[src/rtl/ps2_key_encoder.sv]
// PS/2 set-2 receiver that turns raw keyboard frames into the 11-bit ps2_key event word.
// Optional ps2_clk glitch filter is built in when PS2_FILTER_EN is defined.
module ps2_key_encoder #(
    parameter int TIMEOUT_CYC = 24000,
    parameter int FILTER_LEN  = 8
) (
    input  logic        clk_sys,
    input  logic        RESET,
    input  logic        ps2_clk,
    input  logic        ps2_data,
    output logic [10:0] ps2_key,
    output logic        key_strobe,
    output logic        rx_err,
    output logic        busy
);

`ifdef PS2_FILTER_EN
    localparam bit FILT_EN = 1'b1;
`else
    localparam bit FILT_EN = 1'b0;
`endif

    localparam int TW = (TIMEOUT_CYC > 1) ? $clog2(TIMEOUT_CYC) : 1;

    typedef enum logic [1:0] {IDLE, DATA, PARITY, STOP} state_t;

    logic         clk_s1_q, clk_s2_q, dat_s1_q, dat_s2_q, lvl_prev_q;
    logic         clk_lvl;
    logic         fall;
    state_t       state_q;
    logic [2:0]   bit_cnt_q;
    logic [7:0]   shift_q;
    logic         par_q;
    logic         ext_q, brk_q;
    logic [TW-1:0] to_cnt_q;
    logic         is_noise;
    logic         timeout;

    always_ff @(posedge clk_sys) begin
        if (RESET) begin
            clk_s1_q   <= 1'b1;
            clk_s2_q   <= 1'b1;
            dat_s1_q   <= 1'b1;
            dat_s2_q   <= 1'b1;
            lvl_prev_q <= 1'b1;
        end else begin
            clk_s1_q   <= ps2_clk;
            clk_s2_q   <= clk_s1_q;
            dat_s1_q   <= ps2_data;
            dat_s2_q   <= dat_s1_q;
            lvl_prev_q <= clk_lvl;
        end
    end

    generate
        if (FILT_EN && FILTER_LEN > 0) begin : g_filter
            localparam int FW = $clog2(FILTER_LEN + 1);
            logic          filt_q;
            logic [FW-1:0] fcnt_q;

            // Level flips only after FILTER_LEN consecutive samples disagree with it.
            always_ff @(posedge clk_sys) begin
                if (RESET) begin
                    filt_q <= 1'b1;
                    fcnt_q <= '0;
                end else if (clk_s2_q == filt_q) begin
                    fcnt_q <= '0;
                end else if (fcnt_q == FW'(FILTER_LEN - 1)) begin
                    filt_q <= clk_s2_q;
                    fcnt_q <= '0;
                end else begin
                    fcnt_q <= fcnt_q + 1'b1;
                end
            end
            assign clk_lvl = filt_q;
        end else begin : g_nofilter
            assign clk_lvl = clk_s2_q;
        end
    endgenerate

    assign fall    = lvl_prev_q & ~clk_lvl;
    assign timeout = (state_q != IDLE) && (to_cnt_q == TW'(TIMEOUT_CYC - 1));
    assign busy    = (state_q != IDLE);

    always_comb begin
        is_noise = 1'b0;
        case (shift_q)
            8'hFA, 8'hAA, 8'hEE, 8'hFE, 8'h00, 8'hFF: is_noise = 1'b1;
            default:                                  is_noise = 1'b0;
        endcase
    end

    always_ff @(posedge clk_sys) begin
        if (RESET) begin
            state_q    <= IDLE;
            bit_cnt_q  <= '0;
            shift_q    <= '0;
            par_q      <= 1'b0;
            ext_q      <= 1'b0;
            brk_q      <= 1'b0;
            to_cnt_q   <= '0;
            ps2_key    <= '0;
            key_strobe <= 1'b0;
            rx_err     <= 1'b0;
        end else begin
            key_strobe <= 1'b0;
            rx_err     <= 1'b0;
            // Timeout takes priority over a coincident clock edge.
            if (timeout) begin
                rx_err   <= 1'b1;
                state_q  <= IDLE;
                ext_q    <= 1'b0;
                brk_q    <= 1'b0;
                to_cnt_q <= '0;
            end else begin
                if (state_q == IDLE || fall)
                    to_cnt_q <= '0;
                else
                    to_cnt_q <= to_cnt_q + 1'b1;

                if (fall) begin
                    case (state_q)
                        IDLE: begin
                            if (!dat_s2_q) begin
                                state_q   <= DATA;
                                bit_cnt_q <= '0;
                            end
                        end
                        DATA: begin
                            shift_q   <= {dat_s2_q, shift_q[7:1]};
                            bit_cnt_q <= bit_cnt_q + 1'b1;
                            if (bit_cnt_q == 3'd7)
                                state_q <= PARITY;
                        end
                        PARITY: begin
                            par_q   <= dat_s2_q;
                            state_q <= STOP;
                        end
                        STOP: begin
                            state_q <= IDLE;
                            if (dat_s2_q && (^{shift_q, par_q})) begin
                                if (shift_q == 8'hE0) begin
                                    ext_q <= 1'b1;
                                end else if (shift_q == 8'hF0) begin
                                    brk_q <= 1'b1;
                                end else if (!(is_noise && !ext_q && !brk_q)) begin
                                    ps2_key    <= {~ps2_key[10], ~brk_q, ext_q, shift_q};
                                    key_strobe <= 1'b1;
                                    ext_q      <= 1'b0;
                                    brk_q      <= 1'b0;
                                end
                            end else begin
                                rx_err <= 1'b1;
                                ext_q  <= 1'b0;
                                brk_q  <= 1'b0;
                            end
                        end
                        default: state_q <= IDLE;
                    endcase
                end
            end
        end
    end

endmodule

[config.mk]
export PLATFORM = sky130hd
export DESIGN_NAME = ps2_key_encoder
export DESIGN_NICKNAME = d
export VERILOG_FILES = /design/src/rtl/ps2_key_encoder.sv
export SDC_FILE = /design/constraint.sdc
export NUM_CORES = 1
export LEC_CHECK = 0
export BUFFER_PORTS_ARGS = -buffer_cell sky130_fd_sc_hd__clkbuf_2
export CORE_MARGIN = 10
export CORE_UTILIZATION = 49
export CTS_BUF_LIST = sky130_fd_sc_hd__clkbuf_16
export CTS_CLUSTER_SIZE = 40
export DETAILED_ROUTE_END_ITERATION = 10
export GPL_TIMING_DRIVEN = 0
export PLACE_DENSITY = 0.7
export SYNTH_ARGS = -nofsm -noshare
export SYNTH_HDL_FRONTEND = slang
export SYNTH_SLANG_ARGS = --single-unit
[constraint.sdc]
create_clock -name clk_sys -period 2.6 [get_ports clk_sys]
set_input_delay 0.26 -clock clk_sys [delete_from_list [all_inputs] [get_ports clk_sys]]
set_output_delay 0.26 -clock clk_sys [all_outputs]
set_load 0.02 [all_outputs]
==> flow_summary.json, run 1 <==
{
  "synth_warnings": 0,
  "cp_top_family": "simple AND/OR/NAND/NOR gates",
  "port_buffers": 17,
  "stdcell_count": 316,
  "die_w_um": 87.7,
  "syn-num-nets": 245,
  "drc": 0,
  "ys_top_cells_by_area": "dfxtp_1 44%, mux2i_1 9.4%, nor2_1 6.0%, nand2b_1 5.0%, ha_1 3.9%",
  "critPathLaunch": "state_q[1]",
  "row_count": 24,
  "crit_type": "flop to flop",
  "grt_max_degree": 15,
  "antenna_found_initial": 0,
  "fillers": 396,
  "worstPathRequired_ps": 2780,
  "start_util": 0.512,
  "seqPwrFrac": 0.503,
  "synth_seq_cells": 49,
  "synth_top_family_by_area": "simple AND/OR/NAND/NOR gates",
  "relSlewSlack": 0.606,
  "clk_path_buf_depth": 2,
  "area_growth_pct": 17.5,
  "arrival_ps": 2680,
  "status": "finished, final reports clean",
  "core_area_um2": 4380,
  "hold_start": "ps2_clk",
  "synth_seq_area_share": 0.437,
  "critPathBufInv": 3,
  "clkPwrFrac": 0.475,
  "worst_slew_pin_slew_ps": 585,
  "finalCritPeriodShare": 0.963,
  "worstSkewPairLatency_ps": 290,
  "critPathLaunchType": "flop",
  "async_flop_share": 0,
  "synthTopCellsByCount": "49 x dfxtp_1, 36 x nor2_1, 21 x mux2i_1, 18 x nand2b_1, 12 x nand3_1",
  "die_y_um": 87.7,
  "slew_viol_final": 0,
  "regArea_um2": 983,
  "synth_top_area_frac": 0.437,
  "p_sw_frac": 0.191,
  "final_cell_area_um2": 2640,
  "power.switching_uw": 287,
  "synth_fa_ha_area_frac": 0.0390,
  "grt_pass1_vias": 1527,
  "postPlaceCellArea_um2": 2400,
  "skew_ps": 4.96,
  "viasPerCell": 5.11,
  "syn_avg_cell_area_um2": 9.60,
  "layout_setup_ws_ps": 96.3,
  "worstPathCellList": "inv_2, ha_4, or4_1, or4_1, buf_6, or2_4, nand4_4, buf_8, mux2_4",
  "path_max_fanout": 6,
  "yosysMostFrequentCell": "dfxtp_1",
  "irDropWorstVdd_v": 0.000353,
  "num_vias": 1614,
  "slowest_delay_ps": 500,
  "drv_cap": 0,
  "path_clk_slew_ps": 60,
  "grt_use_total": 0.110,
  "finalHoldViolations": 0,
  "synth_cells": 234,
  "yosys.area_share.simple": 0.230,
  "synth-compound-area-share": 0.0630,
  "synth_largest_area_cell": "dfxtp_1",
  "cts_sinks": 49,
  "avgRoutedWirePerCell_um": 13.2,
  "gp_congestion": 0.782,
  "crit_slowest_cell": "or4_1",
  "synthMuxAreaShare": 0.105,
  "powerDensity_nw_per_um2": 569,
  "tns_ps": 0,
  "hp-class": "primary input to flop",
  "total_power_uw": 1500,
  "place_ws_ps": -68.8,
  "io_pins": 18,
  "drive_gt1_frac": 0.189,
  "routed_wl_um": 4160,
  "final_nets": 274,
  "synth-edff-count": 0,
  "max_freq_ghz": 0.399,
  "critPathCaptureType": "flop",
  "ys_types": 39,
  "cts_tree": "built",
  "grt_pass1_wl_um": 6910,
  "cts_buffers": 5,
  "multiInputGateArea_um2": 1190,
  "rsz0062_at_grt": "false",
  "n_antenna_cell": 0,
  "place_inst": 303,
  "cts_htree_levels": 2,
  "die_area_um2": 7690,
  "grt_overflow": 0,
  "drt_first_pass_iters": 2,
  "cellLeakagePower_uw": 0.00112,
  "intPower_uw": 1220,
  "synth_xor_area_frac": 0.0858,
  "cts.hold.buffers_added": 0,
  "drtAntennaViolNets": 0,
  "synth_flop_cell": "dfxtp_1",
  "min_period_ps": 2500,
  "setup_viol": 0,
  "crit_top_cell": "or4_1",
  "worstReg2RegStart": "state_q[1]",
  "p_comb_frac": 0.022,
  "synth_area_um2": 2250,
  "dp_hpwl_um": 2840,
  "drtIter0Drc": 39,
  "cts_root_buf": "clkbuf_16"
}
## state kept, by name, indices dropped and copies added (netlist names)
| name | flops |
|---|---|
| bit_cnt_q | 3 |
| brk_q | 1 |
| clk_lvl | 1 |
| clk_s1_q | 1 |
| dat_s1_q | 1 |
| dat_s2_q | 1 |
| ext_q | 1 |
| key_strobe | 1 |
| lvl_prev_q | 1 |
| par_q | 1 |
| ps2_key | 11 |
| rx_err | 1 |
| shift_q | 8 |
| state_q | 2 |
| to_cnt_q | 15 |
## worst paths after layout
kind | to | slack (ps) | depth (start not counted)
max | ps2_key[9] | 100 | 9
min | clk_s1_q | 150 | 2
max reg2reg | ps2_key[9] | 100 | 9
min reg2reg | clk_lvl | 410 | 1
## cells by family after synthesis
group / Yosys count
AO/OA/AOI/OAI: 16
XOR/XNOR: 20
adder cells (fa/ha/maj): 7
buffers and inverters: 19
flip-flops: 49
multiplexers: 23
AND/OR/NAND/NOR: 100
## cells in the final DEF, fill, tap and decap left out, types with 3 or more instances in the layout
cell type	synthesis	routed
xnor2_1	10	10
or4_1	3	3
nand3_1	12	12
mux2i_1	21	21
or2_2	5	5
ha_1	7	6
clkbuf_16	0	5
inv_1	6	5
clkbuf_1	9	9
a211oi_1	3	3
clkbuf_2	0	17
nand2_1	7	7
nand2b_1	18	18
dfxtp_1	49	47
nor2b_1	3	3
xor2_1	9	9
buf_4	1	4
nor2_1	36	36
nor4_1	3	3
nor3_1	4	4
## per-stage QoR
stage	utilization	hold WS [ps]
2_1_floorplan	-	364
3_3_place_gp	0.547	394
3_5_place_dp	0.547	400
4_1_cts	0.592	151
5_1_grt	0.602	158
6_report	0.602	153
## power by group through the flow
stage	clock, uW	combinational (uW)	sequential (uW)
after detailed placement	0	30.4	773
after global placement	0	30.0	773
after floorplan	0	21.6	772
final	714	32.5	756
after CTS	723	30.6	756
after global routing	751	35.9	756
## metal layers
layer,vias up,track usage,part of all wire
met5,-,0,0
met4,0,0.0609,0.021
met3,8,0.0251,0.040
met2,20,0.185,0.48
met1,743,0.127,0.46
li1,843,-,-
## layout make-up
type	instances	area share
Clock buffer	5	0.0474
Multi-Input combinational cell	166	0.453
Timing Repair Buffer	22	0.0512
Sequential cell	49	0.373
Tap cell	52	0.0246
Buffer	13	0.0289
Inverter	6	0.00853
Clock inverter	3	0.0142
## what timing repair did
action	in CTS	in global routing
endpoints found under the setup margin	3	23
pin swaps	0	4
setup buffers	2	3
gates resized for setup	3	5
No activity file was read; power rests on OpenSTA's default activity.
==> run 2: changes to the inputs <==
--- a/config.mk
+++ b/config.mk
@@ -9,3 +9,3 @@
 export CORE_MARGIN = 10
-export CORE_UTILIZATION = 49
+export CORE_UTILIZATION = 50
 export CTS_BUF_LIST = sky130_fd_sc_hd__clkbuf_16
@@ -14,3 +14,3 @@
 export GPL_TIMING_DRIVEN = 0
-export PLACE_DENSITY = 0.7
+export PLACE_DENSITY = 0.71
 export SYNTH_ARGS = -nofsm -noshare
==> constraint.sdc (replaced) <==
create_clock -name clk_sys -period 2.6 [get_ports clk_sys]
set_input_delay 0.13 -clock clk_sys [delete_from_list [all_inputs] [get_ports clk_sys]]
set_output_delay 0.13 -clock clk_sys [all_outputs]
set_load 0.02 [all_outputs]
==> run 2 against run 1 <==
  * Wire length decreased by 10%
  * Clock skew increased by 3.5 ps
  * Setup slack gained 7.8 ps
  * Sequential share of layout area is 0.14 points higher
  * Critical path type unchanged
  * Global-route usage grew 0.067 points
  * Flip-flop and latch count unchanged
  * Register-to-register slack barely moved
  * Combinational power is 7.1% lower
==> flow_summary.json, run 2 (same netlist as run 1, synthesis figures left out) <==
{
  "status": "finished, final reports clean",
  "finalHoldViolations": 0,
  "cts.hold.buffers_added": 0,
  "cts_tree": "built",
  "final_nets": 272,
  "grt_use_total": 0.111,
  "grt_max_degree": 16,
  "powerDensity_nw_per_um2": 571,
  "skew_ps": 8.50,
  "worstHoldPathCells": 2,
  "intPower_uw": 1220,
  "cellLeakagePower_uw": 0.00111,
  "p_sw_frac": 0.188,
  "viasPerCell": 5.09,
  "cts_htree_levels": 2,
  "top_register": "to_cnt_q",
  "min_period_ps": 2500,
  "die_area_um2": 7570,
  "hp-class": "primary input to flop",
  "worstReg2RegEnd": "ps2_key[9]",
  "n_antenna_cell": 0,
  "critPathLaunch": "state_q[0]",
  "drv_cap": 0,
  "cp_top_family": "simple AND/OR/NAND/NOR gates",
  "cts_root_buf": "clkbuf_16",
  "layout_common_cells": "47 x dfxtp_1, 36 x nor2_1, 21 x mux2i_1",
  "routed_wl_um": 3740,
  "crit_top_cell": "or4_1",
  "die_w_um": 87.0,
  "relSlewSlack": 0.616,
  "arrival_ps": 2670,
  "worst-r2r-cell-count": 9,
  "critPathLaunchType": "flop",
  "setup_viol": 0,
  "drive_gt1_frac": 0.183,
  "path_clk_slew_ps": 70,
  "drtAntennaViolNets": 0,
  "final_cell_area_um2": 2630,
  "clkPwrFrac": 0.476,
  "largestRegisters": "to_cnt_q: 15 flops, ps2_key: 11 flops, shift_q: 8 flops",
  "port_buffers": 17,
  "irDropWorstVdd_v": 0.000426,
  "worstSkewPairLatency_ps": 290,
  "worstPathCellList": "inv_2, ha_4, or4_1, or4_1, buf_6, or2_4, nand4_4, buf_8, mux2_4",
  "io_pins": 18,
  "power.switching_uw": 283,
  "gp_congestion": 0.773,
  "clk_path_buf_depth": 2,
  "postPlaceCellArea_um2": 2400,
  "critPathCapture": "ps2_key[9]",
  "area_growth_pct": 17.1,
  "path_max_fanout": 6,
  "dp_hpwl_um": 2750,
  "crit_slowest_cell": "or4_1",
  "avgRoutedWirePerCell_um": 11.9,
  "num_vias": 1598,
  "die_y_um": 87.0,
  "finalCritPeriodShare": 0.960,
  "drc": 0,
  "rrSetupSlack_ps": 100,
  "worst_slew_pin_slew_ps": 571,
  "antenna_found_initial": 0,
  "slowest_delay_ps": 500,
  "cp_num_cells": 9,
  "rsz0062_at_grt": "false",
  "grt_pass1_wl_um": 6920,
  "hold_ws_ps": 24.7,
  "cts_buffers": 5,
  "start_util": 0.516,
  "drt_first_pass_iters": 4,
  "worstReg2RegStart": "state_q[0]",
  "row_count": 24,
  "critPathBufInv": 3,
  "max_freq_ghz": 0.401,
  "grt_pass1_vias": 1566,
  "cts_sinks": 49,
  "crit_type": "flop to flop",
  "largest_reg_flops": 15,
  "drtIter0Drc": 65,
  "critPathCaptureType": "flop",
  "p_comb_frac": 0.020,
  "slew_viol_final": 0,
  "final_common_cell": "dfxtp_1",
  "worstPathRequired_ps": 2780,
  "grt_overflow": 0,
  "seqPwrFrac": 0.503,
  "core_area_um2": 4350
}
run 2: cell count changes in the layout (fill, tap and decap cells not counted), sizes merged:
cell / previous run / this run
buf: 9 / 7
run 2: layer usage:
layer	wire, um	share of wire	vias up	GRT usage
met3	198	0.053	4	0.0365
met2	1770	0.47	19	0.194
met5	0	0	-	0
met4	66	0.018	0	0.0442
li1	-	-	840	-
met1	1710	0.46	735	0.120
run 2: worst register-to-register path: stages, from the launching register on:
cell	delay, ps
dfxtp_2	350
inv_2	60
ha_4	170
or4_1	500
or4_1	420
buf_6	160
or2_4	250
nand4_4	80
buf_8	120
mux2_4	290
run 2: power by group through the flow:
stage | Sequential [uW] | Combinational [uW] | Clock, uW
2_1_floorplan | 772 | 21.6 | 0
3_3_place_gp | 773 | 29.6 | 0
3_5_place_dp | 773 | 30.0 | 0
4_1_cts | 756 | 30.2 | 735
5_1_grt | 756 | 33.5 | 767
6_report | 756 | 30.2 | 716
run 2: final cells by class:
class,count,area (um2)
buffer,13,76.3
clock inverter,3,42.5
sequential,49,983
tap,52,65.1
inverter,6,22.5
multi-input combinational,166,1190
clock buffer,5,125
timing repair buffer,20,120
fill,354,1720
run 2: worst min path at each step:
| stage | slack, ps | end | startpoint |
|---|---|---|---|
| global placement | 310 | clk_s1_q | ps2_clk |
| CTS | 20 | clk_s1_q | ps2_clk |
| global route | 30 | clk_s1_q | ps2_clk |
| detailed placement | 320 | clk_s1_q | ps2_clk |
| finish | 20 | clk_s1_q | ps2_clk |
| floorplan | 230 | clk_s1_q | ps2_clk |
run 2: through the flow:
step | worst slack (ps) | TNS [ps] | util | total power [uW] | std cells
2_1_floorplan | 59.7 | 0 | - | 794 | 234
3_5_place_dp | -76.5 | -76.5 | 0.551 | 803 | 303
5_1_grt | 1.56 | 0 | 0.604 | 1560 | 314
6_report | 104 | 0 | 0.604 | 1500 | 314
4_1_cts | 2.19 | 0 | 0.597 | 1520 | 313
3_3_place_gp | -58.2 | -58.2 | 0.551 | 803 | 303
run 2: repair_timing:
| item | CTS | global route |
|---|---|---|
| endpoints found under the setup margin | 1 | 25 |
| pin swaps | 0 | 0 |
| setup buffers | 2 | 1 |
| gates resized for setup | 2 | 5 |
